===== src/rtl/fetch_unit.sv =====
// ---------------------------------------------------------------------------
// fetch_unit
//   Instruction-fetch initiator for a word-indexed instruction ROM with
//   combinational read. It owns the program counter and drives the ROM
//   address. Each returned word is captured into an output register together
//   with the PC it came from. The output register is handed to decode over a
//   valid/ready handshake. The unit can be started, redirected by a taken
//   branch or jump, and it halts after fetching the last word of the image.
//
// Parameters
//   N    data / address width (the ROM address is a word index)
//   INS  number of instructions in the ROM image; legal PCs are 0..INS-1
//
// Ports
//   clk            in   1  clock, rising edge
//   rst            in   1  asynchronous active-high reset
//   start_i        in   1  begin fetching from PC 0 (honoured in IDLE only)
//   imem_pc_o      out  N  ROM word address (the PC register)
//   imem_instr_i   in   N  ROM read data for imem_pc_o, same cycle
//   instr_o        out  N  fetched instruction
//   instr_pc_o     out  N  PC of instr_o
//   valid_o        out  1  instr_o / instr_pc_o hold a word for decode
//   ready_i        in   1  decode accepts; transfer on valid_o && ready_i
//   redirect_i     in   1  taken branch / jump, overrides sequential fetch
//   redirect_pc_i  in   N  redirect target (word index)
//   done_o         out  1  halted and output register empty
//   err_o          out  1  sticky: a redirect targeted a PC >= INS
// ---------------------------------------------------------------------------
module fetch_unit #(
    parameter int N   = 32,
    parameter int INS = 10
) (
    input  logic         clk,
    input  logic         rst,
    input  logic         start_i,
    output logic [N-1:0] imem_pc_o,
    input  logic [N-1:0] imem_instr_i,
    output logic [N-1:0] instr_o,
    output logic [N-1:0] instr_pc_o,
    output logic         valid_o,
    input  logic         ready_i,
    input  logic         redirect_i,
    input  logic [N-1:0] redirect_pc_i,
    output logic         done_o,
    output logic         err_o
);

    localparam logic [N-1:0] ZERO_PC = {N{1'b0}};
    localparam logic [N-1:0] ONE_PC  = N'(1);
    localparam logic [N-1:0] INS_N   = N'(INS);
    localparam logic [N-1:0] LAST_PC = N'(INS - 1);

    typedef enum logic [1:0] {
        ST_IDLE = 2'd0,
        ST_RUN  = 2'd1,
        ST_HALT = 2'd2
    } state_t;

    state_t       state_q;
    logic [N-1:0] pc_q;
    logic [N-1:0] instr_q;
    logic [N-1:0] instr_pc_q;
    logic         valid_q;
    logic         done_q;
    logic         err_q;

    logic         out_free_s;
    logic         at_last_s;
    logic         target_ok_s;

    // Fetch-decision helpers derived from the current registers and inputs.
    always_comb begin
        // The output register can take a new word when it is empty or is
        // being drained by decode this cycle.
        out_free_s  = (!valid_q) || ready_i;
        at_last_s   = (pc_q == LAST_PC);
        target_ok_s = (redirect_pc_i < INS_N);
    end

    // Fetch FSM: PC, output register, done and sticky error flag.
    always_ff @(posedge clk or posedge rst) begin
        if (rst) begin
            state_q    <= ST_IDLE;
            pc_q       <= ZERO_PC;
            instr_q    <= ZERO_PC;
            instr_pc_q <= ZERO_PC;
            valid_q    <= 1'b0;
            done_q     <= 1'b0;
            err_q      <= 1'b0;
        end else begin
            case (state_q)
                ST_IDLE: begin
                    // Redirects are ignored here, so start always wins.
                    valid_q <= 1'b0;
                    done_q  <= 1'b0;
                    if (start_i) begin
                        state_q <= ST_RUN;
                        pc_q    <= ZERO_PC;
                    end else begin
                        state_q <= ST_IDLE;
                    end
                end

                ST_RUN, ST_HALT: begin
                    if (redirect_i) begin
                        // Drop the buffered word; a handshake happening on
                        // this edge has still been seen by decode.
                        valid_q <= 1'b0;
                        if (target_ok_s) begin
                            pc_q    <= redirect_pc_i;
                            state_q <= ST_RUN;
                            done_q  <= 1'b0;
                        end else begin
                            // Out-of-image target: stop, keep the PC.
                            state_q <= ST_HALT;
                            err_q   <= 1'b1;
                            done_q  <= 1'b1;
                        end
                    end else if (state_q == ST_RUN) begin
                        done_q <= 1'b0;
                        if (out_free_s) begin
                            instr_q    <= imem_instr_i;
                            instr_pc_q <= pc_q;
                            valid_q    <= 1'b1;
                            // The PC never wraps: the last word parks it.
                            if (at_last_s) begin
                                state_q <= ST_HALT;
                            end else begin
                                pc_q <= pc_q + ONE_PC;
                            end
                        end else begin
                            // Stalled: the PC and the output register hold,
                            // so the ROM is not re-sampled.
                            state_q <= ST_RUN;
                        end
                    end else begin
                        // Halted: only drain the final word.
                        if (valid_q && ready_i) begin
                            valid_q <= 1'b0;
                            done_q  <= 1'b1;
                        end else begin
                            done_q <= !valid_q;
                        end
                    end
                end

                default: begin
                    state_q <= ST_IDLE;
                    valid_q <= 1'b0;
                    done_q  <= 1'b0;
                end
            endcase
        end
    end

    assign imem_pc_o  = pc_q;
    assign instr_o    = instr_q;
    assign instr_pc_o = instr_pc_q;
    assign valid_o    = valid_q;
    assign done_o     = done_q;
    assign err_o      = err_q;

    fetch_unit_checker #(
        .N   (N),
        .INS (INS)
    ) u_checker (
        .clk        (clk),
        .rst        (rst),
        .imem_pc_i  (pc_q),
        .instr_pc_i (instr_pc_q),
        .valid_i    (valid_q),
        .done_i     (done_q)
    );

endmodule

// ---------------------------------------------------------------------------
// fetch_unit_checker
//   Invariants of the fetch unit: the PC and the tag of a valid word stay
//   inside the image, and done is never raised while a word is pending.
//
// Ports (all inputs)
//   clk, rst     clock and active-high reset of the fetch unit
//   imem_pc_i    current PC
//   instr_pc_i   PC tag of the output register
//   valid_i      output register valid
//   done_i       done flag
// ---------------------------------------------------------------------------
module fetch_unit_checker #(
    parameter int N   = 32,
    parameter int INS = 10
) (
    input logic         clk,
    input logic         rst,
    input logic [N-1:0] imem_pc_i,
    input logic [N-1:0] instr_pc_i,
    input logic         valid_i,
    input logic         done_i
);

    localparam logic [N-1:0] INS_N = N'(INS);

    // Sample the invariants on every clock edge outside reset.
    always @(posedge clk) begin
        if (!rst) begin
            assert (imem_pc_i < INS_N)
                else $error("fetch_unit: PC outside image");
            assert (!valid_i || (instr_pc_i < INS_N))
                else $error("fetch_unit: valid word tagged outside image");
            assert (!(valid_i && done_i))
                else $error("fetch_unit: done with a pending word");
        end
    end

endmodule


===== config.mk =====
export PLATFORM = sky130hd
export DESIGN_NAME = fetch_unit
export DESIGN_NICKNAME = d
export VERILOG_FILES = /design/src/rtl/fetch_unit.sv
export SDC_FILE = /design/constraint.sdc
export NUM_CORES = 1
export LEC_CHECK = 0
export CAP_MARGIN = 5
export CELL_PAD_IN_SITES_DETAIL_PLACEMENT = 0
export CELL_PAD_IN_SITES_GLOBAL_PLACEMENT = 2
export CORE_UTILIZATION = 25
export DETAILED_ROUTE_END_ITERATION = 10
export GPL_TIMING_DRIVEN = 0
export PLACE_DENSITY = 0.74
export SLEW_MARGIN = 20
export SYNTH_ARGS = -nofsm -noshare
export SYNTH_HDL_FRONTEND = slang
export SYNTH_SLANG_ARGS = --single-unit
export TNS_END_PERCENT = 10

===== constraint.sdc =====
create_clock -name clk -period 3.8 [get_ports clk]
set_clock_uncertainty 0.15 [all_clocks]
set_input_delay 0.95 -clock clk [delete_from_list [all_inputs] [get_ports clk]]
set_output_delay 0.95 -clock clk [all_outputs]
set_load 0.03 [all_outputs]

==> out/summary.md <==
The run finished with clean final reports. In the finished design, the share of the clock period the worst path needs comes to 95.04%. The most common cell after layout, fill and taps aside is clkdlybuf4s50_1.

From synthesis to final layout, the design area changed by 46.74%. Synthesis produced a netlist whose cell count is 466. After the last flow step, the layout net total stands at 719. The logs give 11.85 mm for the detailed placement HPWL and 0 for the number of failing hold endpoints at the final stage.

The run gives 0 as the final antenna-violating net count. The tools report the initial standard-cell utilization of the core as 25.57%. STA puts the critical path data required time at 3.86 ns.

The run gives 0.007002 mm2 as the cell area reported after detailed placement. The top cell types in the final layout, fill and taps aside, are clkdlybuf4s50_1 (166), dfrtp_1 (101), mux2_2 (64). The detailed router finished its first iteration with 239 violations. The average cell area after synthesis came out at 10.68 um2.

The vertical die dimension was 143.1 um. The net count after synthesis is 541, and the first-pass GRT wire length is 24.58 mm. The port buffer count was 166; the number of enable flip-flop cells after synthesis was 0.

Counting both buffers and inverters, the worst setup path holds a total of 3. Overall die width: 143.1 um. The final route contains 4,406 vias. The tools report the count of antenna diodes in the layout as 0. The number of ports placed on the die boundary came out at 168. On the worst path, the slowest cell contributes a delay of 0.51 ns. The run gives 0.58 ns as the setup slack of the worst register-to-register path.

Number of setup violations in the final report: 0. Summing all non-filler instances in the final layout gives an area of 0.007302 mm2. Static leakage: 2.930 nW. For the relative slew slack, the log shows 49.93%. Max-cap violations in this run came to 0. Using the TritonRoute via totals, the vias-per-cell ratio works out to 4.821. The number of cells on the critical path works out to 9. The cell family contributing the most delay on the critical path is simple AND/OR/NAND/NOR gates. IR analysis of the VDD net gives a maximum drop of 0.2882 mV. Setup repair after global routing left no endpoint under its margin. After detailed routing, the total wire length is 16.11 mm.

For this design, the sink count on the clock tree is 101. Row generation in the floorplan step produced 51 rows. Summing every instance area after synthesis gives 0.004976 mm2. STA puts the critical path data arrival time at 3.67 ns. After clock tree synthesis, the clock-pin slew on the worst setup and hold paths is 0.07 ns. The run gives 15.99% as the global-route usage over all layers. The logs give 0.005906 W for the total power draw and 5 for the length of the first detailed-routing pass in iterations. Number of levels the H-tree was split into: 3.

After synthesis, the cell types taking the most area are dfrtp_1 (51%), mux2_2 (14%), nand2_1 (3.6%). For the met2 track demand over resource in global routing, the log shows 26.44%. Summing the sequential cell areas from Yosys gives 50.79% of the chip area.

For the pin with the worst max-slew slack, the measured transition is 0.7460 ns. The initial antenna violation count was 0. After detailed routing, the number of remaining DRC violations is 0. TritonCTS built the clock tree.

The floorplan step defined a die boundary enclosing 0.02047 mm2. At the later pin of the worst-skew pair, clock insertion delay measures 0.35 ns. The final weighted congestion in routability-driven placement is 0.8373, and the shortest period the worst path allows is 3.612 ns.

Via count of the first global-routing pass: 4,345. The count of synthesis-stage warnings from yosys came out at 0. Cell type contributing the most total cell area after synthesis: dfrtp_1.

The tools report the maximum number of pins on one net before global-route repair as 66. In the global route stage, met1 resource usage came out at 21.10%. In this run the power density over the cells is 808.8 mW/mm2.

The top fanout value on the critical path is 10, and the global-route track usage on met3 is 3.085%. Number of pins exceeding their max-slew limit in the final report: 0. The worst setup path is captured at a flip-flop.

Walking the worst path, the cells encountered are clkdlybuf4s50_1 -> nor4_4 -> nand4_1 -> or3_4 -> a221o_1 -> buf_6 -> clkbuf_1 -> nand2_1 -> o31ai_1. Fill cells in the final layout number 1,913. The tightest min-delay check is of the reg -> reg type.

The layer flagged by global routing as most heavily used is met2. Of all flip-flops after synthesis, the portion carrying an async set or reset was 100.0%. The run gives 0.002303 mm2 as the multi-input logic area. The worst setup path is of the in -> reg kind. The number of buffers on the longest clock path is 2. The share of final-layout standard cells stronger than drive strength 1 works out to 14.02%. The number of cells on the worst reg-to-reg path is 10. The total area inside the core boundary comes to 0.01946 mm2.

The number of buffers inserted during clock tree synthesis was 9; the top cell type's share of synthesized area was 50.79%. Dividing the detail-routed wire length by the instance count gives 17.62 um. The tools report the maximum clock frequency as 276.9 MHz. For the fraction of the core area covered by cells at the end of the flow, the log shows 37.52%. The run gives 0.002527 mm2 as the storage element area.

The largest individual stage delay along the critical path comes from the cell clkdlybuf4s50_1. The type of element launching the critical path is an input pin. The leftover overflow at the end of global routing is 0, and the number of synthesized register bits is 101. The tree is rooted in a clkbuf_16. The number of instances on the worst hold path works out to 1. The dominant register cell in the synthesized netlist is dfrtp_1.

The number of distinct library cell variants in the gate-level netlist after synthesis is 51.
-- metrics by stage --
stage	setup TNS (ns)	cells	hold WS, ns	setup WS [ns]
2_1_floorplan	0	466	0.3253	0.05287
3_3_place_gp	-175.20	897	0.3160	-1.641
3_5_place_dp	-8.239	898	0.3136	-0.3950
4_1_cts	0	914	0.3292	0.1320
5_1_grt	0	914	0.3582	0.006530
6_report	0	914	0.3248	0.1884
-- cell families (layout without fill, tap and decap cells) --
kind of cell / after synthesis / after routing / synth area share (%)
flops: 101 / 101 / 50.79
simple gates: 156 / 156 / 16.14
fa+ha+maj: 6 / 6 / 1.509
mux: 68 / 68 / 15.29
buf+inv: 40 / 223 / 3.218
compound gates: 81 / 81 / 10.59
xor+xnor: 14 / 14 / 2.464
-- cell type report --
class,count,area share (%)
plain buffers,32,1.782
clock buffers,11,3.324
inverters,8,0.4798
flip-flops and latches,101,34.61
clock inverters,5,0.5826
multi-input cells,325,31.55
well taps,265,4.541
repair buffers,167,23.13
-- report_power, final --
part / switching (W) / leakage (nW) / total (W) / internal (W)
sequential: 0.000364 / 1.29 / 0.00187 / 0.00151
combinational: 0.00181 / 1.51 / 0.00313 / 0.00131
clock: 0.000437 / 0.130 / 0.000907 / 0.000470
-- Yosys cell counts, types with 2 or more instances --
library cell  number
xor2_1             7
nand2b_1           3
mux2_2            64
nor2_1            27
clkbuf_1          28
a21oi_1           19
o21bai_1           2
or3_1              2
or2_2              2
nand3_1           18
buf_2              2
ha_1               6
a21o_1             2
o2111ai_1          2
o41ai_1            2
and3_1             7
nor4b_1            2
o31ai_1           10
a31oi_1            3
and4_1             4
nor3b_1            6
o21a_1             2
o22a_1             2
nor3_1             7
xnor2_1            7
o21ai_1            3
nand2_1           48
dfrtp_1          101
o211ai_1           4
nand4_1           13
inv_1              8
nor4_1            12
mux2i_1            4
o21ai_0           20
-- flip-flops by register name, indices dropped and copies added (netlist names) --
| register | flops |
|---|---|
| done_o | 1 |
| err_o | 1 |
| imem_pc_o | 32 |
| instr_o | 32 |
| instr_pc_o | 32 |
| state_q | 2 |
| valid_o | 1 |
-- layer usage --
metal / vias up / part of all wire [%] / wire [um]
met1: 2202 / 45 / 7242
met2: 133 / 49 / 7897
met3: 16 / 4.9 / 791
li1: 2055 / - / -
met4: 0 / 1.1 / 178
met5: - / 0 / 0
-- path summary, 6_finish.rpt --
kind,startpoint,endpoint
max in group asynchronous,rst,instr_pc_o[26]
hold / removal,err_o,err_o
setup reg to reg,state_q[0],imem_pc_o[8]
min in group asynchronous,rst,instr_o[26]
setup / recovery,redirect_pc_i[7],imem_pc_o[8]
hold reg to reg,err_o,err_o
-- repair_timing --
action                     in CTS  in global routing
buffers inserted                0                  0
hold buffers                    0                  0
resized for setup               1                  1
gates cloned                    0                  0
setup endpoints to repair       5                  7
Note: power is estimated with default switching activity, not from simulation.
